[src/rtl/cvp_pkg.sv]
// Shared opcode table, occupancy states and operand-class helper for the operand stage.
package cvp_pkg;

  localparam logic [3:0] OP_VADD = 4'd0;
  localparam logic [3:0] OP_VDOT = 4'd1;
  localparam logic [3:0] OP_SMUL = 4'd2;
  localparam logic [3:0] OP_SST  = 4'd3;
  localparam logic [3:0] OP_VLD  = 4'd4;
  localparam logic [3:0] OP_VST  = 4'd5;
  localparam logic [3:0] OP_SLL  = 4'd6;
  localparam logic [3:0] OP_SLH  = 4'd7;
  localparam logic [3:0] OP_J    = 4'd8;
  localparam logic [3:0] OP_NOP  = 4'd15;

  typedef enum logic [1:0] {
    OCC_EMPTY = 2'd0,
    OCC_ONE   = 2'd1,
    OCC_TWO   = 2'd2
  } occ_e;

  // 1 when source n (1 or 2) of this opcode reads the vector file.
  function automatic logic is_vec_src(input logic [3:0] functype, input logic [1:0] n);
    logic r_vec;
    r_vec = 1'b0;
    case (functype)
      OP_VADD, OP_VDOT: r_vec = 1'b1;
      OP_SMUL:          r_vec = (n == 2'd1);
      default:          r_vec = 1'b0;
    endcase
    return r_vec;
  endfunction

endpackage

[src/rtl/operand_skid_buf.sv]
// Generic 2-entry valid/ready buffer (main + skid register) with registered in_ready/out_valid.
module operand_skid_buf
  import cvp_pkg::*;
#(
  parameter int             W       = 8,
  parameter logic [W-1:0]   RST_VAL = '0
) (
  input  logic         clk,
  input  logic         rst_n,
  input  logic         in_valid,
  output logic         in_ready,
  input  logic [W-1:0] in_data,
  output logic         out_valid,
  input  logic         out_ready,
  output logic [W-1:0] out_data
);

  occ_e         r_state;
  occ_e         w_state_nxt;
  logic         r_in_ready;
  logic         r_out_valid;
  logic [W-1:0] r_main;
  logic [W-1:0] r_skid;
  logic         w_accept;
  logic         w_deliver;
  logic         w_load_main_in;
  logic         w_load_main_skid;
  logic         w_load_skid;

  assign w_accept  = in_valid && r_in_ready;
  assign w_deliver = r_out_valid && out_ready;

  // Occupancy next-state and register load selects.
  always_comb begin
    w_state_nxt      = r_state;
    w_load_main_in   = 1'b0;
    w_load_main_skid = 1'b0;
    w_load_skid      = 1'b0;
    case (r_state)
      OCC_EMPTY: begin
        if (w_accept) begin
          w_state_nxt    = OCC_ONE;
          w_load_main_in = 1'b1;
        end else begin
          w_state_nxt = OCC_EMPTY;
        end
      end
      OCC_ONE: begin
        if (w_accept && w_deliver) begin
          w_state_nxt    = OCC_ONE;
          w_load_main_in = 1'b1;
        end else if (w_accept) begin
          w_state_nxt = OCC_TWO;
          w_load_skid = 1'b1;
        end else if (w_deliver) begin
          w_state_nxt = OCC_EMPTY;
        end else begin
          w_state_nxt = OCC_ONE;
        end
      end
      OCC_TWO: begin
        if (w_deliver) begin
          w_state_nxt      = OCC_ONE;
          w_load_main_skid = 1'b1;
        end else begin
          w_state_nxt = OCC_TWO;
        end
      end
      default: w_state_nxt = OCC_EMPTY;
    endcase
  end

  // State plus handshake flags, both derived from the next occupancy so they are registered.
  always_ff @(posedge clk or negedge rst_n) begin
    if (!rst_n) begin
      r_state     <= OCC_EMPTY;
      r_in_ready  <= 1'b1;
      r_out_valid <= 1'b0;
    end else begin
      r_state     <= w_state_nxt;
      r_in_ready  <= (w_state_nxt != OCC_TWO);
      r_out_valid <= (w_state_nxt != OCC_EMPTY);
    end
  end

  // Data registers; the skid entry always drains into main so order is preserved.
  always_ff @(posedge clk or negedge rst_n) begin
    if (!rst_n) begin
      r_main <= RST_VAL;
      r_skid <= RST_VAL;
    end else begin
      if (w_load_main_in) begin
        r_main <= in_data;
      end else if (w_load_main_skid) begin
        r_main <= r_skid;
      end else begin
        r_main <= r_main;
      end
      if (w_load_skid) begin
        r_skid <= in_data;
      end else begin
        r_skid <= r_skid;
      end
    end
  end

  assign in_ready  = r_in_ready;
  assign out_valid = r_out_valid;
  assign out_data  = r_main;

endmodule

[src/rtl/operand_stage.sv]
// Operand-select stage: writeback forwarding and opcode-driven op1/op2 selection,
// registered through a 2-entry skid buffer toward execute.
module operand_stage
  import cvp_pkg::*;
#(
  parameter int LANES      = 16,
  parameter int LANE_W     = 16,
  parameter int REG_IDX_W  = 3,
  parameter int SMUL_BCAST = 0
) (
  input  logic                        clk,
  input  logic                        rst_n,
  input  logic                        in_valid,
  output logic                        in_ready,
  input  logic [3:0]                  functype,
  input  logic [REG_IDX_W-1:0]        rs1_idx,
  input  logic [REG_IDX_W-1:0]        rs2_idx,
  input  logic [LANES*LANE_W-1:0]     vec_data1,
  input  logic [LANES*LANE_W-1:0]     vec_data2,
  input  logic [LANE_W-1:0]           sc_data1,
  input  logic [LANE_W-1:0]           sc_data2,
  input  logic [7:0]                  immediate,
  input  logic [5:0]                  offset,
  input  logic [11:0]                 jump_off,
  input  logic [15:0]                 pc,
  input  logic                        wb_valid,
  input  logic                        wb_is_vec,
  input  logic [REG_IDX_W-1:0]        wb_idx,
  input  logic [LANES*LANE_W-1:0]     wb_data,
  output logic                        out_valid,
  input  logic                        out_ready,
  output logic [3:0]                  out_functype,
  output logic [LANES*LANE_W-1:0]     op1,
  output logic [LANES*LANE_W-1:0]     op2
);

  localparam int VEC_W = LANES * LANE_W;
  localparam int BUF_W = 4 + 2 * VEC_W;

  logic              w_hit1;
  logic              w_hit2;
  logic [VEC_W-1:0]  w_vec1;
  logic [VEC_W-1:0]  w_vec2;
  logic [LANE_W-1:0] w_sc1;
  logic [LANE_W-1:0] w_sc2;
  logic [LANE_W-1:0] w_off_ext;
  logic [15:0]       w_jmp_ext;
  logic [VEC_W-1:0]  w_smul_op2;
  logic [VEC_W-1:0]  w_op1;
  logic [VEC_W-1:0]  w_op2;
  logic [BUF_W-1:0]  w_out_data;

  // A hit requires the writeback file to match the class this opcode reads for that source.
  assign w_hit1 = wb_valid && (wb_idx == rs1_idx) && (wb_is_vec == is_vec_src(functype, 2'd1));
  assign w_hit2 = wb_valid && (wb_idx == rs2_idx) && (wb_is_vec == is_vec_src(functype, 2'd2));

  assign w_vec1 = w_hit1 ? wb_data : vec_data1;
  assign w_vec2 = w_hit2 ? wb_data : vec_data2;
  assign w_sc1  = w_hit1 ? wb_data[LANE_W-1:0] : sc_data1;
  assign w_sc2  = w_hit2 ? wb_data[LANE_W-1:0] : sc_data2;

  assign w_off_ext  = {{(LANE_W-6){offset[5]}}, offset};
  assign w_jmp_ext  = {{4{jump_off[11]}}, jump_off};
  assign w_smul_op2 = (SMUL_BCAST != 0) ? {LANES{w_sc2}} : VEC_W'(w_sc2);

  // Operand select by opcode; unknown codes pass through with zero operands.
  always_comb begin
    w_op1 = '0;
    w_op2 = '0;
    case (functype)
      OP_VADD, OP_VDOT: begin
        w_op1 = w_vec1;
        w_op2 = w_vec2;
      end
      OP_SMUL: begin
        w_op1 = w_vec1;
        w_op2 = w_smul_op2;
      end
      OP_VLD, OP_VST, OP_SST: begin
        w_op1 = VEC_W'(w_sc1);
        w_op2 = VEC_W'(w_off_ext);
      end
      OP_SLL, OP_SLH: begin
        w_op1 = VEC_W'(w_sc1);
        w_op2 = VEC_W'(immediate);
      end
      OP_J: begin
        w_op1 = VEC_W'(pc);
        w_op2 = VEC_W'(w_jmp_ext);
      end
      default: begin
        w_op1 = '0;
        w_op2 = '0;
      end
    endcase
  end

  operand_skid_buf #(
    .W       (BUF_W),
    .RST_VAL ({OP_NOP, {(2*VEC_W){1'b0}}})
  ) u_skid (
    .clk       (clk),
    .rst_n     (rst_n),
    .in_valid  (in_valid),
    .in_ready  (in_ready),
    .in_data   ({functype, w_op1, w_op2}),
    .out_valid (out_valid),
    .out_ready (out_ready),
    .out_data  (w_out_data)
  );

  assign {out_functype, op1, op2} = w_out_data;

endmodule

[config.mk]
export PLATFORM = sky130hd
export DESIGN_NAME = operand_stage
export DESIGN_NICKNAME = d
export VERILOG_FILES = /design/src/rtl/cvp_pkg.sv /design/src/rtl/operand_skid_buf.sv /design/src/rtl/operand_stage.sv
export SDC_FILE = /design/constraint.sdc
export NUM_CORES = 2
export LEC_CHECK = 0
export BUFFER_PORTS_ARGS = -buffer_cell sky130_fd_sc_hd__buf_4
export CAP_MARGIN = 20
export CORE_AREA = 5 5 527 529
export CTS_CLUSTER_DIAMETER = 150
export DETAILED_ROUTE_END_ITERATION = 10
export DIE_AREA = 0 0 532 534
export SLEW_MARGIN = 15
export SYNTH_ARGS = -nofsm -noshare
export SYNTH_HDL_FRONTEND = slang
export SYNTH_SLANG_ARGS = --single-unit
[constraint.sdc]
create_clock -name clk -period 4.2 [get_ports clk]
set_input_delay 0.21 -clock clk [delete_from_list [all_inputs] [get_ports clk]]
set_output_delay 0.21 -clock clk [all_outputs]
set_load 0.005 [all_outputs]
Word-level counts from Yosys, hierarchy flattened

Cells that the tools add are included.

Equality and inequality tests: 15
Mux-type cells: 23
Reductions and logical operators: 16

Operator list:

| cell                 | number |
|---|---|
| $pmux W256 S5        | 1 |
| $mux W516            | 2 |
| $pmux W256 S3        | 1 |
| $mux W256            | 2 |
| $mux W16             | 2 |
| $eq A4 B3 Y1 const B | 4 |
| $mux W1              | 10 |
| $eq A4 B2 Y1 const B | 2 |
| $logic_and A1 B1 Y1  | 7 |
| $eq A3 B3 Y1         | 2 |
| $mux W2              | 3 |
| $pmux W2 S3          | 1 |
| $reduce_or A3 Y1     | 2 |
| $reduce_or A5 Y1     | 1 |
| $eq A4 B1 Y1 const B | 1 |
| $eq A4 B4 Y1 const B | 1 |
| $logic_not A4 Y1     | 1 |
| $reduce_bool A2 Y1   | 2 |
| $reduce_or A2 Y1     | 2 |
| $eq A1 B1 Y1         | 2 |
| $eq A2 B1 Y1 const B | 1 |
| $eq A2 B2 Y1 const B | 1 |
| $logic_not A2 Y1     | 1 |
| $ne A2 B2 Y1 const B | 1 |
| $pmux W1 S2          | 1 |

Bits in registers: 1036
Input port bits: 861
Output and inout port bits: 518
Logic and storage cells: 59

Logic depth before layout (Yosys ltp)

Depth after elaboration: 8
Depth in mapped cells: 11
Mapped depth without buffers: 8

By module

Synthesis repeated with hierarchy kept, for this count alone.

Cell total of the unflattened synthesis: 4554
Area total of the unflattened synthesis: 52885.7 um2

Modules (own cells, without submodules):

| module           | instances | cells an instance | area each (um2) |
|---|---|---|---|
| operand_skid_buf | 1         | 2773              | 44492.7 |
| operand_stage    | 1         | 1781              | 8393.0 |

Least setup slack after synthesis

OpenSTA, ideal clock, no wires.

Path type: register to register
From: reg u_skid.r_out_valid, in the netlist u_skid.out_valid
To: reg u_skid.r_main[499], in the netlist u_skid.out_data[499]
Library setup time: 138 ps
Arrival time: 1953 ps
Data required time: 4062 ps
Setup slack: 2109 ps
Cell stages (with the launch flop): 12
Buffers on the path: 3
Path through: dfrtp_1 nand2_1 inv_1 ha_1 nand2_1 o21ai_0 nor2b_1 clkbuf_1 nand2_1 clkbuf_1 clkbuf_1 o22ai_1

Word-level cells in the longest chain between the ends: 5
Elaborated cells between the ends (all ways): 8
Those cells by class: 5 x mux; 3 x reduce/logical

Ends and longest elaborated chain:

| element                                                | RTL line               | RTL |
|---|---|---|
| start: declaration                                     | operand_skid_buf.sv:21 | `logic r_out_valid;` |
| start signal: assignment                               | operand_skid_buf.sv:82 | `r_out_valid <= (w_state_nxt != OCC_EMPTY);` |
| $logic_and A1 B1 Y1 *                                  | operand_skid_buf.sv:31 | `assign w_deliver = r_out_valid && out_ready;` |
| $logic_and A1 B1 Y1                                    | operand_skid_buf.sv:49 | `if (w_accept && w_deliver) begin` |
| $mux W1                                                | operand_skid_buf.sv:49 |  |
| $pmux W1 S2                                            | operand_skid_buf.sv:39 | `case (r_state)` |
| $mux W516 / $reduce_bool A2 Y1 (equally long branches) | n/a                    |  |
| end signal: assignment                                 | operand_skid_buf.sv:93 | `r_main <= in_data;` |
| end signal: assignment                                 | operand_skid_buf.sv:95 | `r_main <= r_skid;` |
| end signal: assignment                                 | operand_skid_buf.sv:97 | `r_main <= r_main;` |
| end: declaration                                       | operand_skid_buf.sv:22 | `logic [W-1:0] r_main;` |

Mark *: on every way between the ends. The rest lies on a longest branch, timed or not.
A chain may end at the register's enable or synchronous reset.

Final worst setup path

From: in functype[1]
To: reg u_skid.r_skid[15]

Word-level cells in the longest chain between the ends: 7
Elaborated cells between the ends (all ways): 18
Those cells by class: 9 x eq/ne; 4 x mux; 5 x reduce/logical

Ends and longest elaborated chain:

| element                                                 | RTL line                                 | RTL |
|---|---|---|
| start: declaration                                      | operand_stage.sv:15                      | `input logic [3:0] functype,` |
| $eq A4 B1 Y1 / $logic_not A4 Y1 (equally long branches) | cvp_pkg.sv:25, operand_stage.sv:70       |  |
| $reduce_or A2 Y1                                        | n/a                                      |  |
| $mux W1                                                 | cvp_pkg.sv:25                            | `case (functype)` |
| $eq A1 B1 Y1                                            | operand_stage.sv:55                      | `assign w_hit2 = wb_valid && (wb_idx == rs2_idx) && (wb_is_vec == is_vec_src(functype, 2'd2));` |
| $logic_and A1 B1 Y1                                     | operand_stage.sv:55                      |  |
| $mux W16 / $mux W256 (equally long branches)            | operand_stage.sv:60, operand_stage.sv:58 |  |
| $pmux W256 S5 *                                         | operand_stage.sv:70                      | `case (functype)` |
| end signal: assignment                                  | operand_skid_buf.sv:100                  | `r_skid <= in_data;` |
| end signal: assignment                                  | operand_skid_buf.sv:102                  | `r_skid <= r_skid;` |
| end: declaration                                        | operand_skid_buf.sv:23                   | `logic [W-1:0] r_skid;` |

Marked as above.

==> impl_metrics.json <==
{
  "status": "finished clean",
  "antenna_found_initial": 155,
  "ys.flop_type": "dfrtp_1",
  "postPlaceCellArea_um2": 62500,
  "fin_ws_ps": 939,
  "cts_max_level": 3,
  "holdBufCountCts": 1016,
  "critical_path_arrival_ps": 3970,
  "finalWirelength_mm": 289,
  "final_common_cell": "buf_4",
  "pre_cts_slack_ps": 1170,
  "async_flop_share_pct": 100,
  "die_width_um": 532,
  "clock_skew_ps": 48.7,
  "finalSetupViolations": 0,
  "rows": 192,
  "max_clock_freq_mhz": 307,
  "rsz0062_at_grt": "no",
  "viasPerCell": 4.63,
  "die_h_um": 534,
  "period_share_pct": 77.6,
  "synth_top_area_cell": "dfrtp_1",
  "drt_iter0_drc": 4290,
  "worstMarginPinSlew_ps": 1110,
  "dieArea_um2": 284000,
  "fillers": 28200,
  "synth.distinct_cells": 51,
  "gp_congestion": 0.996,
  "end_kind": "flop",
  "clockBufferDepth": 4,
  "hold_viol": 0,
  "start_util_pct": 17.4,
  "yosysWarnings": 0,
  "ys_ff_latch": 1036,
  "multi_input_area_um2": 19900,
  "grt_max_degree": 116,
  "p_per_area_nw_per_um2": 529,
  "crit_fanout": 35,
  "crit_type": "in -> reg",
  "root_buffer": "clkbuf_16",
  "drv_cap": 0,
  "crit_path_start_kind": "input pin",
  "drv_slew": 0,
  "io_pins": 1379,
  "post_drt_wl_per_cell_um": 27.8,
  "final.setup.tns_ps": 0,
  "drive_gt1_share_pct": 26.3,
  "port_buffers": 1378,
  "cts.sinks": 1036,
  "numCtsBuffers": 122,
  "cts_resized": 0,
  "drc": 0,
  "synthTopCellsByArea": "dfrtp_1 (54%), mux2i_1 (21%), o22ai_1 (6.3%)",
  "utilization_pct": 28.3,
  "track_usage_pct": 19.4,
  "required_ps": 4910,
  "hold_path.class": "in -> async",
  "first_pass_iters": 8,
  "post-dp-hpwl_mm": 221,
  "synth_top_area_share_pct": 54.3,
  "grt_pass1_wl_mm": 398,
  "seqCellArea_um2": 25900,
  "vias": 48200,
  "finalCriticalPeriod_ps": 3260,
  "synthCells": 4342,
  "max-slew-margin-rel_pct": 25.8,
  "grt_overflow": 0,
  "leakagePower_uw": 0.0407,
  "postCtsSetupBuffers": 0,
  "timing.hold.ws_ps": 48.9,
  "syn_area_um2": 47400,
  "cts_tree": "yes",
  "clock_latency_ps": 830,
  "yosysSeqAreaShare_pct": 54.8,
  "fin_nets": 7519,
  "detail-route-antenna-nets": 0,
  "synth_fp_nets": 5205,
  "regToRegStartpoint": "u_skid.in_ready$_DFF_PN1_",
  "area_delta_synth_final_pct": 62.5,
  "critPathLaunch": "functype[1]",
  "first_global_vias": 49000,
  "core_um2": 272000,
  "final_cell_mix": "buf_4 (1502), dfrtp_1 (1027), dlygate4sd3_1 (1016), mux2i_1 (992), nand2_1 (693)",
  "clk_pin_slew_worst_paths_ps": 70,
  "postSynthAreaPerCell_um2": 10.9,
  "peakVddDrop_mv": 0.385,
  "postLayoutCellArea_um2": 77000,
  "synth-edff-count": 0
}
[area by class of cell]
type / instances / area share (%)
multi-input combinational: 2917 / 25.8
tap: 3589 / 5.83
clock buffer: 177 / 4.68
antenna: 70 / 0.228
timing repair buffer: 2560 / 29.0
clock inverter: 46 / 0.691
inverter: 19 / 0.0927
sequential: 1036 / 33.7
[worst max-delay path, cell delays in order]
cell,delay [ps]
dlygate4sd3_1,600
buf_4,230
nor3_4,220
buf_4,460
xor2_1,240
buf_4,250
nor2_1,150
a311oi_1,350
dlygate4sd3_1,620
a21oi_1,70
dlygate4sd3_1,570
[Yosys cell counts, types with 7 or more instances]
cell type / count
dfrtp_1: 1027
mux2i_1: 992
nand2_1: 699
o22ai_1: 480
o21ai_0: 469
clkbuf_1: 295
a21oi_1: 55
o21ai_1: 44
buf_4: 40
and3_1: 27
buf_2: 22
inv_1: 19
and4_1: 16
a211oi_1: 15
nor4b_1: 15
buf_1: 12
nor2_1: 11
nor3_1: 11
dfstp_2: 9
and2_1: 7
nand2b_1: 7
[sequential cells by signal, summed over array words and instances, names as in the netlist]
register	count
u_skid.in_ready	1
u_skid.out_data	516
u_skid.out_valid	1
u_skid.r_skid	516
u_skid.r_state	2
[cells by family after synthesis]
group | count (synthesis) | share of synthesized area, %
AOI/OAI and AO/OA | 1096 | 13.3
xor gates and xnor gates | 9 | 0.166
adders and majority gates | 2 | 0.0528
buffers and inverters | 389 | 3.47
DFF | 1036 | 54.8
muxes | 992 | 21.0
and+or+nand+nor | 818 | 7.29
[worst paths after layout]
path	to	slack, ps	depth (start not counted)
max	u_skid.r_skid[15]$_DFFE_PN0P_	940	11
min	u_skid.r_skid[328]$_DFFE_PN0P_	50	2
max reg2reg	u_skid.r_skid[112]$_DFFE_PN0P_	1040	7
min reg2reg	u_skid.r_skid[513]$_DFFE_PN1P_	460	2
max in group asynchronous	u_skid.out_data[268]$_DFFE_PN0P_	2760	3
min in group clk	u_skid.out_data[271]$_DFFE_PN0P_	250	5
[layer usage]
metal	track usage (%)	wire length [um]	vias to the layer above
li1	-	-	20400
met1	25.5	120000	24400
met2	29.0	124000	2629
met3	6.34	29400	599
met4	8.68	15500	116
met5	0	712	-
[where the power goes]
group          switching (uW)  internal (uW)
combinational            7630           6270
sequential               2300          13500
clock                    4590           6380
[through the flow]
stage / cells / power (uW)
2_1_floorplan: 4342 / 21000
3_3_place_gp: 9105 / 28400
3_5_place_dp: 9105 / 28800
4_1_cts: 10300 / 40900
5_1_grt: 10400 / 42700
6_report: 10400 / 40700
Power figures use the tool's default switching activity.
